--- src/rtl/wt_cache_pkg.sv ---
// Shared definitions for the write-through cache subsystem memory path.
// Source encodings and the request record used between the caches and the memory arbiter.
package wt_cache_pkg;

    localparam logic MEM_SRC_ICACHE = 1'b0;
    localparam logic MEM_SRC_DCACHE = 1'b1;

    localparam int unsigned MEM_ARB_PAYLOAD_W = 128;

    typedef struct packed {
        logic                         src;
        logic [MEM_ARB_PAYLOAD_W-1:0] data;
    } mem_arb_req_t;

endpackage

--- src/rtl/wt_mem_arb_cnt.sv ---
// Saturating up/down in-flight counter for one arbiter requester.
// o_at_limit tells the arbiter to stop granting this requester.
module wt_mem_arb_cnt #(
    parameter int unsigned MaxCount = 4,
    localparam int unsigned CntW    = $clog2(MaxCount + 1)
) (
    input  logic            clk_i,
    input  logic            rst_ni,
    input  logic            i_inc,
    input  logic            i_dec,
    output logic [CntW-1:0] o_cnt,
    output logic            o_at_limit
);

    localparam logic [CntW-1:0] LIMIT = CntW'(MaxCount);

    logic [CntW-1:0] r_cnt;

    // A simultaneous increment and decrement cancel; both ends saturate.
    always_ff @(posedge clk_i or negedge rst_ni) begin
        if (!rst_ni) begin
            r_cnt <= '0;
        end else if (i_inc && !i_dec && r_cnt != LIMIT) begin
            r_cnt <= r_cnt + CntW'(1);
        end else if (i_dec && !i_inc && r_cnt != '0) begin
            r_cnt <= r_cnt - CntW'(1);
        end
    end

    assign o_cnt      = r_cnt;
    assign o_at_limit = (r_cnt == LIMIT);

    a_no_underflow: assert property (@(posedge clk_i) disable iff (!rst_ni)
        !(i_dec && !i_inc && r_cnt == '0))
        else $error("wt_mem_arb_cnt: return with no transaction in flight");

endmodule

--- src/rtl/wt_mem_arbiter.sv ---
// Round-robin arbiter sharing the memory request channel between I$ and D$,
// with a registered output stage, per-requester in-flight limits and drain control.
module wt_mem_arbiter
    import wt_cache_pkg::*;
#(
    parameter int unsigned PayloadWidth   = 128,
    parameter int unsigned MaxOutstanding = 4,
    localparam int unsigned CntW          = $clog2(MaxOutstanding + 1)
) (
    input  logic                    clk_i,
    input  logic                    rst_ni,
    input  logic                    icache_data_req_i,
    output logic                    icache_data_ack_o,
    input  logic [PayloadWidth-1:0] icache_data_i,
    input  logic                    dcache_data_req_i,
    output logic                    dcache_data_ack_o,
    input  logic [PayloadWidth-1:0] dcache_data_i,
    output logic                    mem_req_valid_o,
    input  logic                    mem_req_ready_i,
    output logic                    mem_req_src_o,
    output logic [PayloadWidth-1:0] mem_req_data_o,
    input  logic                    mem_rtrn_valid_i,
    input  logic                    mem_rtrn_src_i,
    output logic                    icache_rtrn_vld_o,
    output logic                    dcache_rtrn_vld_o,
    input  logic                    drain_i,
    output logic                    drained_o,
    output logic [CntW-1:0]         icache_outstanding_o,
    output logic [CntW-1:0]         dcache_outstanding_o
);

    logic                    r_valid;
    logic                    r_src;
    logic [PayloadWidth-1:0] r_data;
    logic                    r_last_grant;

    logic w_slot_free;
    logic w_i_at_limit;
    logic w_d_at_limit;
    logic w_i_elig;
    logic w_d_elig;
    logic w_grant_i;
    logic w_grant_d;

    // Gating with rst_ni keeps the acks quiet while reset is held.
    assign w_slot_free = rst_ni & (~r_valid | mem_req_ready_i);
    assign w_i_elig    = icache_data_req_i & ~w_i_at_limit & ~drain_i;
    assign w_d_elig    = dcache_data_req_i & ~w_d_at_limit & ~drain_i;

    assign w_grant_i = w_slot_free & w_i_elig &
                       (~w_d_elig | (r_last_grant == MEM_SRC_DCACHE));
    assign w_grant_d = w_slot_free & w_d_elig &
                       (~w_i_elig | (r_last_grant == MEM_SRC_ICACHE));

    assign icache_data_ack_o = w_grant_i;
    assign dcache_data_ack_o = w_grant_d;

    always_ff @(posedge clk_i or negedge rst_ni) begin
        if (!rst_ni) begin
            r_valid      <= 1'b0;
            r_src        <= MEM_SRC_ICACHE;
            r_data       <= '0;
            r_last_grant <= MEM_SRC_DCACHE;
        end else if (w_grant_i || w_grant_d) begin
            r_valid      <= 1'b1;
            r_src        <= w_grant_d ? MEM_SRC_DCACHE : MEM_SRC_ICACHE;
            r_data       <= w_grant_d ? dcache_data_i : icache_data_i;
            r_last_grant <= w_grant_d ? MEM_SRC_DCACHE : MEM_SRC_ICACHE;
        end else if (mem_req_ready_i) begin
            r_valid      <= 1'b0;
        end
    end

    assign mem_req_valid_o = r_valid;
    assign mem_req_src_o   = r_src;
    assign mem_req_data_o  = r_data;

    assign icache_rtrn_vld_o = mem_rtrn_valid_i & (mem_rtrn_src_i == MEM_SRC_ICACHE);
    assign dcache_rtrn_vld_o = mem_rtrn_valid_i & (mem_rtrn_src_i == MEM_SRC_DCACHE);

    wt_mem_arb_cnt #(
        .MaxCount (MaxOutstanding)
    ) u_cnt_icache (
        .clk_i      (clk_i),
        .rst_ni     (rst_ni),
        .i_inc      (w_grant_i),
        .i_dec      (icache_rtrn_vld_o),
        .o_cnt      (icache_outstanding_o),
        .o_at_limit (w_i_at_limit)
    );

    wt_mem_arb_cnt #(
        .MaxCount (MaxOutstanding)
    ) u_cnt_dcache (
        .clk_i      (clk_i),
        .rst_ni     (rst_ni),
        .i_inc      (w_grant_d),
        .i_dec      (dcache_rtrn_vld_o),
        .o_cnt      (dcache_outstanding_o),
        .o_at_limit (w_d_at_limit)
    );

    assign drained_o = (icache_outstanding_o == '0) & (dcache_outstanding_o == '0) & ~r_valid;

    // Requests must be held until acknowledged.
    a_icache_req_held: assert property (@(posedge clk_i) disable iff (!rst_ni)
        (icache_data_req_i && !icache_data_ack_o) |=> icache_data_req_i)
        else $error("wt_mem_arbiter: I$ dropped request before ack");

    a_dcache_req_held: assert property (@(posedge clk_i) disable iff (!rst_ni)
        (dcache_data_req_i && !dcache_data_ack_o) |=> dcache_data_req_i)
        else $error("wt_mem_arbiter: D$ dropped request before ack");

endmodule
--- config.mk ---
export PLATFORM = sky130hd
export DESIGN_NAME = wt_mem_arbiter
export DESIGN_NICKNAME = d
export VERILOG_FILES = /design/src/rtl/wt_cache_pkg.sv /design/src/rtl/wt_mem_arb_cnt.sv /design/src/rtl/wt_mem_arbiter.sv
export SDC_FILE = /design/constraint.sdc
export NUM_CORES = 1
export LEC_CHECK = 0
export ABC_CLOCK_PERIOD_IN_PS = 3100
export CAP_MARGIN = 20
export CORE_AREA = 2 2 158 160
export CTS_CLUSTER_DIAMETER = 150
export DETAILED_ROUTE_END_ITERATION = 12
export DIE_AREA = 0 0 160 162
export PLACE_DENSITY = 0.67
export SYNTH_ARGS = -nofsm -noshare
export SYNTH_HDL_FRONTEND = slang
export SYNTH_HIERARCHICAL = 1
export SYNTH_SLANG_ARGS = --single-unit
--- constraint.sdc ---
create_clock -name clk_i -period 3.1 [get_ports clk_i]
set_clock_uncertainty 0.1 [all_clocks]
set_input_delay 0.775 -clock clk_i [delete_from_list [all_inputs] [get_ports clk_i]]
set_output_delay 0.775 -clock clk_i [all_outputs]
set_load 0.02 [all_outputs]
-- After elaboration in Yosys (flattened, before gate mapping)
Cells that the tools add are included.
- register bits after elaboration: 137
- logic and storage cells: 66
- $add $sub $neg: 4
- eq/ne operators: 4
- muxes and demuxes: 8
- bitwise gates (word level): 24
- reductions and logical operators: 20
- operators with widths (kind ; number):
    two-way mux 128 bit ; 1
    bitwise AND 1 bit ; 13
    two-way mux 3 bit ; 4
    logical AND 1 bit ; 8
    NOT 1 bit ; 8
    adder 3 x 1 -> 3 bit, second input constant ; 2
    == test 3 bit, second input constant ; 2
    zero test 3 bit ; 2
    inequality test 3 bit, second input constant ; 2
    nonzero test 2 bit ; 3
    nonzero test 3 bit ; 2
    subtractor 3 x 1 -> 3 bit, second input constant ; 2
    zero test 1 bit ; 4
    two-way mux 1 bit ; 3
    OR 1 bit ; 3
    logical OR 1 bit ; 1

-- Depth between registers and ports, before layout
Gate-level depths: netlist of run 1.
- word-level depth: 12
- gate-level depth with buffers: 12

-- Cells and area by module
The synthesis of run 1 kept the hierarchy.
- modules (own cells, without submodules) (module ; instances ; cells an instance ; area each (µm²) ; sequential area each (µm²)):
    wt_mem_arbiter ; 1 ; 703 ; 6382.4 ; 3279.4
    wt_mem_arb_cnt ; 2 ; 30 ; 315.3 ; 75.1

-- Worst setup path after synthesis of run 1
Ideal clock, no wire load.
- path type: input port to flip-flop
- from: in mem_req_ready_i
- to: reg u_cnt_icache.r_cnt[2], in the netlist u_cnt_icache/o_cnt[2]
- arrival time: 3047 ps
- data required time: 2870 ps
- slack: -177 ps
- stages on the path: 9
- cells stage by stage: and2b_4 -> nor4_4 -> clkbuf_1 -> buf_6 -> o211ai_1 -> fa_1 -> nor4bb_2 -> a311oi_2 -> nand3_1
- word-level cells in the longest chain between the ends: 8
- ends and longest elaborated chain (what ; line ; source):
    start, declared ; wt_mem_arbiter.sv:19 ; input logic mem_req_ready_i,
    OR 1 bit (*) ; wt_mem_arbiter.sv:46 ; assign w_slot_free = rst_ni & (~r_valid | mem_req_ready_i);
    bitwise AND 1 bit (*) ; wt_mem_arbiter.sv:46 ;
    bitwise AND 1 bit (*) (2 in a row) ; wt_mem_arbiter.sv:50 ; assign w_grant_i = w_slot_free & w_i_elig &
    via icache_data_ack_o ; wt_mem_arbiter.sv:13 ; output logic icache_data_ack_o,
    zero test 1 bit ; wt_mem_arb_cnt.sv:25 ; end else if (i_dec && !i_inc && r_cnt != '0) begin
    logical AND 1 bit (2 in a row) ; wt_mem_arb_cnt.sv:25 ;
    nonzero test 2 bit (no source line) ; -- ;
    end signal, assigned ; wt_mem_arb_cnt.sv:24 ; r_cnt <= r_cnt + CntW'(1);
    end signal, assigned ; wt_mem_arb_cnt.sv:26 ; r_cnt <= r_cnt - CntW'(1);
    end, declared ; wt_mem_arb_cnt.sv:17 ; logic [CntW-1:0] r_cnt;
Mark *: on every way through the listed nets, which the timed path passes. The rest lies on a longest branch.
A chain may end at the register's enable or synchronous reset.

-- Worst setup path in the final report of run 1
- from: in mem_req_ready_i
- to: out icache_data_ack_o
- word-level cells in the longest chain between the ends: 4
- ends and longest elaborated chain (what ; line):
    OR 1 bit ; wt_mem_arbiter.sv:46
    bitwise AND 1 bit ; wt_mem_arbiter.sv:46
    bitwise AND 1 bit (2 in a row) ; wt_mem_arbiter.sv:50
    end, declared ; wt_mem_arbiter.sv:13
Every way passes these cells.

==> reports/metrics.cfg, run 1 <==
[yosys]
post_synth_mux_area_share_pct = 0.2855
synth_compound_gate_area_share_pct = 21.57
dominant_combinational_cell_family_by_area_after_synthesis = buffers and inverters
dominantRegCellSynth = sky130_fd_sc_hd__dfrtp_1
ys_seq_elements = 137
synth_xor_area_share_pct = 0.2498
postSynthAreaPerCell_sq_um = 9.191
asyncSetResetFlopFracSynth_pct = 100.0
synthAdderAreaFrac_pct = 0.5709
unique_cell_type_count_in_the_yosys_netlist = 42
ys.warnings.count = 6
syn_area_sq_mm = 0.007013
synthCells = 763
synth_sequential_area_ratio_pct = 48.90
synth_nets = 1029
synth-edff-count = 0
synth-simple-area-share_pct = 4.050

[setup_path]
reg2regPathDepth = 9
worstPathMaxFanout = 4
minimum_setup_slack_among_reg_to_reg_paths_ns = 0.39
critical_path.startpoint = mem_req_ready_i
cp_data_arrival_time_ns = 2.17
path_delay_family = buffers and inverters
critical-path-max-stage-delay_ns = 0.44
critical_path.cell_chain = clkdlybuf4s50_1 -> and2b_4 -> nor4_4 -> dlygate4sd2_1
crit_path_end_kind = output pin
cp_num_cells = 4
setup.worst_path.start_class = input pin
worst_r2r_endpoint = u_cnt_dcache/o_cnt[2]$_DFFE_PN0P_
crit_path_top_delay_cell = sky130_fd_sc_hd__clkdlybuf4s50_1
worst_ep_required_time_ns = 2.22
critical_path.n_buffers_inverters = 2
worstSetupPathType = input pin to output pin
worst_r2r_startpoint = u_cnt_dcache/o_cnt[0]$_DFFE_PN0P_

[global_route]
antenna_found_initial = 0
globalRoute.totalOverflow = 0
grt_max_degree = 143
groute.usage.overall_pct = 18.67
number_of_global_route_vias_before_repair = 7184
grt_pass1_wl_um = 38460

[placement]
place.port_buffers = 404
place_area_sq_mm = 0.01145
globalplace.congestion = 0.7882
dp_hpwl_um = 17320

[worst_hold_path]
min-delay-start = mem_req_src_o$_DFFE_PN0P_
hold_path.class = register to register
min_delay_worst_endpoint = mem_req_src_o$_DFFE_PN0P_
hold_depth = 2

[sta]
finalMaxSlewViolations = 0
report.final.setup_viol = 0
finalCritPeriodShare_pct = 98.09
fin_tns_setup_ns = 0
timing.hold.ws_ns = 0.4209
maximum_achievable_frequency_mhz = 328.9
worst_slew_margin_rel_pct = 35.08
grt_setup_unrepaired = false
worstMarginPinSlew_ns = 0.9738
period_minus_slack_ns = 3.041
timing_hold_violations_final = 0

[floorplan]
core_area_sq_mm = 0.02411
io_pins = 405
die_height_um = 162
floorplan.die_area_sq_mm = 0.02592
std_cell_rows = 57
floorplan.initialDensity_pct = 29.09
floorplan.die.width_um = 160

[drt]
remaining_drc_errors = 0
drt-initial-drc-count = 842
detail-route-antenna-nets = 0
drt_pass1_iterations = 9
route.vias.total = 6911
route.detailed.wl_per_inst_um = 16.41
route.final.wire_length_um = 24530
viasPerCell = 4.623

[clock_network]
cts_made_buffers = 17
numClockSinks = 137
cts.clk_slew.worst_paths_ns = 0.06
clkLatencyLatePin_ns = 0.41
hold_buffers = 0
ctsHtreeMaxLevel = 4
cts_tree = done
buffer_type_at_the_clock_tree_root = sky130_fd_sc_hd__clkbuf_16
cts_max_path_buffers = 2
post_cts.repair.setup_buffers = 0

[pwr]
power-per-cell-area_mw_per_mm2 = 756.0
ir_drop_mv = 0.3220
cellLeakagePower_nw = 6.349

[finish]
area_delta_synth_final_pct = 71.40
nNetsFinal = 1426
final.fill_count = 2274
drive_above_1_share_pct = 6.319
antennaDiodeCount = 0
finalInstanceArea_sq_mm = 0.01202

[status]
status = finished clean

[flow_run]
cap_viol_max_count = 0

==> worst max-delay path by stage <==
stage | to | slack [ns]
finish | icache_data_ack_o | 0.06
global route | dcache_data_ack_o | 0.02
detailed placement | icache_data_ack_o | -0.24
global placement | icache_data_ack_o | -0.23
CTS | icache_data_ack_o | 0.05
floorplan | u_cnt_icache/o_cnt[2]$_DFFE_PN0P_ | 0.03
==> layout by cell type, fill, tap and decap left out, types with 3 or more instances in the layout <==
master                            synthesis  final
sky130_fd_sc_hd__buf_12                   0      4
sky130_fd_sc_hd__buf_4                    1     20
sky130_fd_sc_hd__dfrtp_1                136    135
sky130_fd_sc_hd__a222oi_1               128    128
sky130_fd_sc_hd__clkinvlp_4               0      3
sky130_fd_sc_hd__inv_1                  387    387
sky130_fd_sc_hd__o211ai_1                 4      4
sky130_fd_sc_hd__nand2b_1                 4      4
sky130_fd_sc_hd__clkbuf_16                0     17
sky130_fd_sc_hd__clkinv_2                 0      3
sky130_fd_sc_hd__nand3_1                  4      4
sky130_fd_sc_hd__clkdlybuf4s50_1          0    400
sky130_fd_sc_hd__dlygate4sd2_1            0      3
==> power breakdown <==
part	internal, mW	total, mW	switching [mW]
Combinational	2.08	4.16	2.08
Clock	1.22	2.04	0.824
Sequential	2.48	2.89	0.405
Total	5.78	9.09	3.31
==> state kept, by name (all words and copies together), names as in the netlist <==
register	flops
mem_req_src_o	1
mem_req_valid_o	1
u_cnt_dcache/o_cnt	3
u_cnt_icache/o_cnt	3
r_last_grant	1
mem_req_data_o	128
==> cells by family after synthesis <==
family          count (synthesis)
compound gates                151
xor+xnor                        2
fa+ha+maj                       2
buf+inv                       437
flops                         137
mux                             2
simple gates                   32
==> routing by layer <==
metal / track usage, % / wire [um]
met4: 5.856 / 456
met5: 0 / 0
met3: 5.286 / 1911
met1: 21.57 / 9631
met2: 33.55 / 12530
==> per-stage QoR <==
step           worst slack [ns]  utilization [%]  total power [mW]  instances
2_1_floorplan           0.03057                -             4.879        763
3_3_place_gp            -0.2315            47.49             7.027       1465
3_5_place_dp            -0.2365            47.49             7.094       1465
4_1_cts                 0.05174            49.86             9.185       1495
5_1_grt                 0.01599            49.86             9.618       1495
6_report                0.05911            49.86             9.087       1495
==> worst reg2reg max path, delay by kind of cell, from the launching register on <==
family / cells / cell delay, ns
AND/OR/NAND/NOR: 5 / 0.87
buffers and inverters: 2 / 0.63
AO/OA/AOI/OAI: 2 / 0.49
flip-flops: 1 / 0.49
==> Yosys cell counts, types with 4 or more instances <==
library cell | n | area [sq um]
sky130_fd_sc_hd__nand3_1 | 4 | 20.02
sky130_fd_sc_hd__buf_2 | 38 | 190.2
sky130_fd_sc_hd__a222oi_1 | 128 | 1281
sky130_fd_sc_hd__inv_1 | 387 | 1453
sky130_fd_sc_hd__o211ai_1 | 4 | 30.03
sky130_fd_sc_hd__nand2b_1 | 4 | 25.02
sky130_fd_sc_hd__clkbuf_1 | 7 | 26.28
sky130_fd_sc_hd__dfrtp_1 | 136 | 3403
==> final cells by class <==
class                   instances  area (sq um)  area share, %
flip-flops and latches        137          3431          28.54
well taps                     324         405.4          3.373
clock inverters                11         123.9          1.030
multi-input cells             189          1883          15.67
inverters                     387          1453          12.08
clock buffers                  19         452.9          3.768
repair buffers                428          4272          35.54
==> timing repair <==
item,in CTS,in global routing
endpoints found under the hold margin,0,0
setup endpoints to repair,3,0
gates resized for setup,3,0
(Power assumes the default switching activity.)
==> run 2, diff against run 1 <==
--- a/config.mk
+++ b/config.mk
@@ -12,6 +12,7 @@
 export DETAILED_ROUTE_END_ITERATION = 12
 export DIE_AREA = 0 0 160 162
 export PLACE_DENSITY = 0.67
+export SKIP_LAST_GASP = 1
 export SYNTH_ARGS = -nofsm -noshare
 export SYNTH_HDL_FRONTEND = slang
 export SYNTH_HIERARCHICAL = 1
==> results of run 2 <==
No change in the layout: final DEF, timing and power equal those of run 1.
==> run 3, diff against run 2 <==
--- a/config.mk
+++ b/config.mk
@@ -8,10 +8,12 @@
 export ABC_CLOCK_PERIOD_IN_PS = 3100
 export CAP_MARGIN = 20
 export CORE_AREA = 2 2 158 160
-export CTS_CLUSTER_DIAMETER = 150
+export CTS_CLUSTER_DIAMETER = 60
+export CTS_CLUSTER_SIZE = 30
 export DETAILED_ROUTE_END_ITERATION = 12
 export DIE_AREA = 0 0 160 162
 export PLACE_DENSITY = 0.67
+export SETUP_SLACK_MARGIN = 0.2
 export SKIP_LAST_GASP = 1
 export SYNTH_ARGS = -nofsm -noshare
 export SYNTH_HDL_FRONTEND = slang
==> run 3 against run 2 <==
Compared with the run above:
- global-route usage shrank 0.58 points
- cell area up 0.24%
- sequential share of layout area is essentially flat
- highest routed layer unchanged
- total power is 0.89% higher
- critical endpoint is now dcache_data_ack_o
- critical path depth unchanged
==> reports/metrics.cfg, run 3 (synthesis results as in run 1) <==
[finish]
antennaDiodeCount = 0
drive_above_1_share_pct = 7.100
area_delta_synth_final_pct = 71.81
nNetsFinal = 1423
area_of_the_multi_input_gates_sq_mm = 0.001908
area.sequential_sq_mm = 0.003436
max_reg_flops = 128
final.fill_count = 2265
layout_commonest_cell = sky130_fd_sc_hd__clkdlybuf4s50_1
layout_common_cells = 396 x sky130_fd_sc_hd__clkdlybuf4s50_1, 387 x sky130_fd_sc_hd__inv_1, 131 x sky130_fd_sc_hd__dfrtp_1
finalCoreUtilization_pct = 49.98

[global_route]
grt_pass1_wl_um = 37450
grt_max_degree = 143
number_of_global_route_vias_before_repair = 7067
antenna_found_initial = 0
groute.usage.overall_pct = 18.09
globalRoute.totalOverflow = 0

[sta]
finalMaxSlewViolations = 0
timing_hold_violations_final = 0
fin_tns_setup_ns = 0
grt_setup_unrepaired = false
maximum_achievable_frequency_mhz = 352.2
worstMarginPinSlew_ns = 0.9902
period_minus_slack_ns = 2.839
report.final.setup_viol = 0
finalCritPeriodShare_pct = 91.59
worst_slew_margin_rel_pct = 33.99

[drt]
remaining_drc_errors = 0
route.final.wire_length_um = 24120
route.vias.total = 6962
viasPerCell = 4.663
drt-initial-drc-count = 945
drt_pass1_iterations = 10
detail-route-antenna-nets = 0
route.detailed.wl_per_inst_um = 16.15

[setup_path]
worstPathMaxFanout = 3
reg2regPathDepth = 9
cp_data_arrival_time_ns = 1.96
worstSetupPathType = input pin to output pin
crit_path_end_kind = output pin
setup.worst_path.start_class = input pin
worst_ep_required_time_ns = 2.22

[floorplan]
std_cell_rows = 57
floorplan.die.width_um = 160
io_pins = 405
floorplan.die_area_sq_mm = 0.02592
core_area_sq_mm = 0.02411
floorplan.initialDensity_pct = 29.09
die_height_um = 162

[clock_network]
cts_made_buffers = 17
clkLatencyLatePin_ns = 0.41
cts.clk_slew.worst_paths_ns = 0.06
buffer_type_at_the_clock_tree_root = sky130_fd_sc_hd__clkbuf_16
numClockSinks = 137
hold_buffers = 0
ctsHtreeMaxLevel = 4
cts_tree = done
cts_max_path_buffers = 2

[worst_hold_path]
hold_path.class = register to register
hold_depth = 2

[status]
status = finished clean

[pwr]
cellLeakagePower_nw = 6.367
ir_drop_mv = 0.3009
power-per-cell-area_mw_per_mm2 = 760.9

[placement]
place.port_buffers = 404
globalplace.congestion = 0.8276
dp_hpwl_um = 16900

[flow_run]
cap_viol_max_count = 0

run 3: changes by cell type in the layout (fill, tap and decap cells not counted), sizes merged:
cell	change
clkdlybuf4s50	-4
inv	+3
dlymetal6s2s	+2
bufinv	+1
clkbuf	-1
clkinv	-1
clkinvlp	-1
dlygate4sd2	-1
run 3: cell type report:
cell class | count | area share, %
clock buffers | 18 | 3.562
flip-flops and latches | 137 | 28.51
inverters | 387 | 12.06
repair buffers | 425 | 35.28
multi-input cells | 189 | 15.84
clock inverters | 13 | 1.391
well taps | 324 | 3.364
run 3: path summary, 6_finish.rpt:
| check | slack, ns | start | end |
|---|---|---|---|
| worst max-delay path | 0.26 | drain_i | dcache_data_ack_o |
| max in group asynchronous | 1.68 | rst_ni | u_cnt_icache/o_cnt[1]$_DFFE_PN0P_ |
| min in group asynchronous | 0.46 | rst_ni | mem_req_data_o[108]$_DFFE_PN0P_ |
| worst max register to register | 0.37 | u_cnt_dcache/o_cnt[2]$_DFFE_PN0P_ | u_cnt_dcache/o_cnt[1]$_DFFE_PN0P_ |
| worst min register to register | 0.42 | mem_req_data_o[25]$_DFFE_PN0P_ | mem_req_data_o[25]$_DFFE_PN0P_ |
| worst min-delay path | 0.42 | mem_req_data_o[25]$_DFFE_PN0P_ | mem_req_data_o[25]$_DFFE_PN0P_ |
run 3: through the flow:
stage	total power [mW]	setup slack (ns)	hold slack (ns)	instances	area [sq um]
2_1_floorplan	4.928	0.2074	0.3794	763	7072
3_3_place_gp	7.020	-0.2648	0.4124	1461	11450
3_5_place_dp	7.089	-0.2881	0.4172	1461	11450
4_1_cts	9.269	0.1568	0.4268	1492	12030
5_1_grt	9.685	0.2006	0.4418	1493	12050
6_report	9.169	0.2607	0.4233	1493	12050
run 3: report_power, final:
group          internal (mW)  total, mW  switching [mW]
sequential              2.48       2.95           0.467
clock                   1.27       2.12           0.846
combinational           2.08       4.10            2.02
total                   5.83       9.17            3.33
run 3: layer usage:
metal	global-route usage, %	wire length, um	vias to the layer above	share of wire [%]
li1	-	-	3269	-
met1	22.23	9589	3277	40
met2	30.50	11880	370	49
met3	4.367	1957	46	8.1
met4	7.699	692	0	2.9
met5	0	0	-	0
run 3: timing repair:
action	in CTS	in global routing
resized for setup	15	4
buffers inserted	0	1
endpoints found under the setup margin	5	4
pin swaps	0	3
run 3: critical path, cell delays in order:
cell and delay, ns:
sky130_fd_sc_hd__clkdlybuf4s50_1 0.43, sky130_fd_sc_hd__nand2b_4 0.18, sky130_fd_sc_hd__nor4_4 0.37, sky130_fd_sc_hd__buf_4 0.21
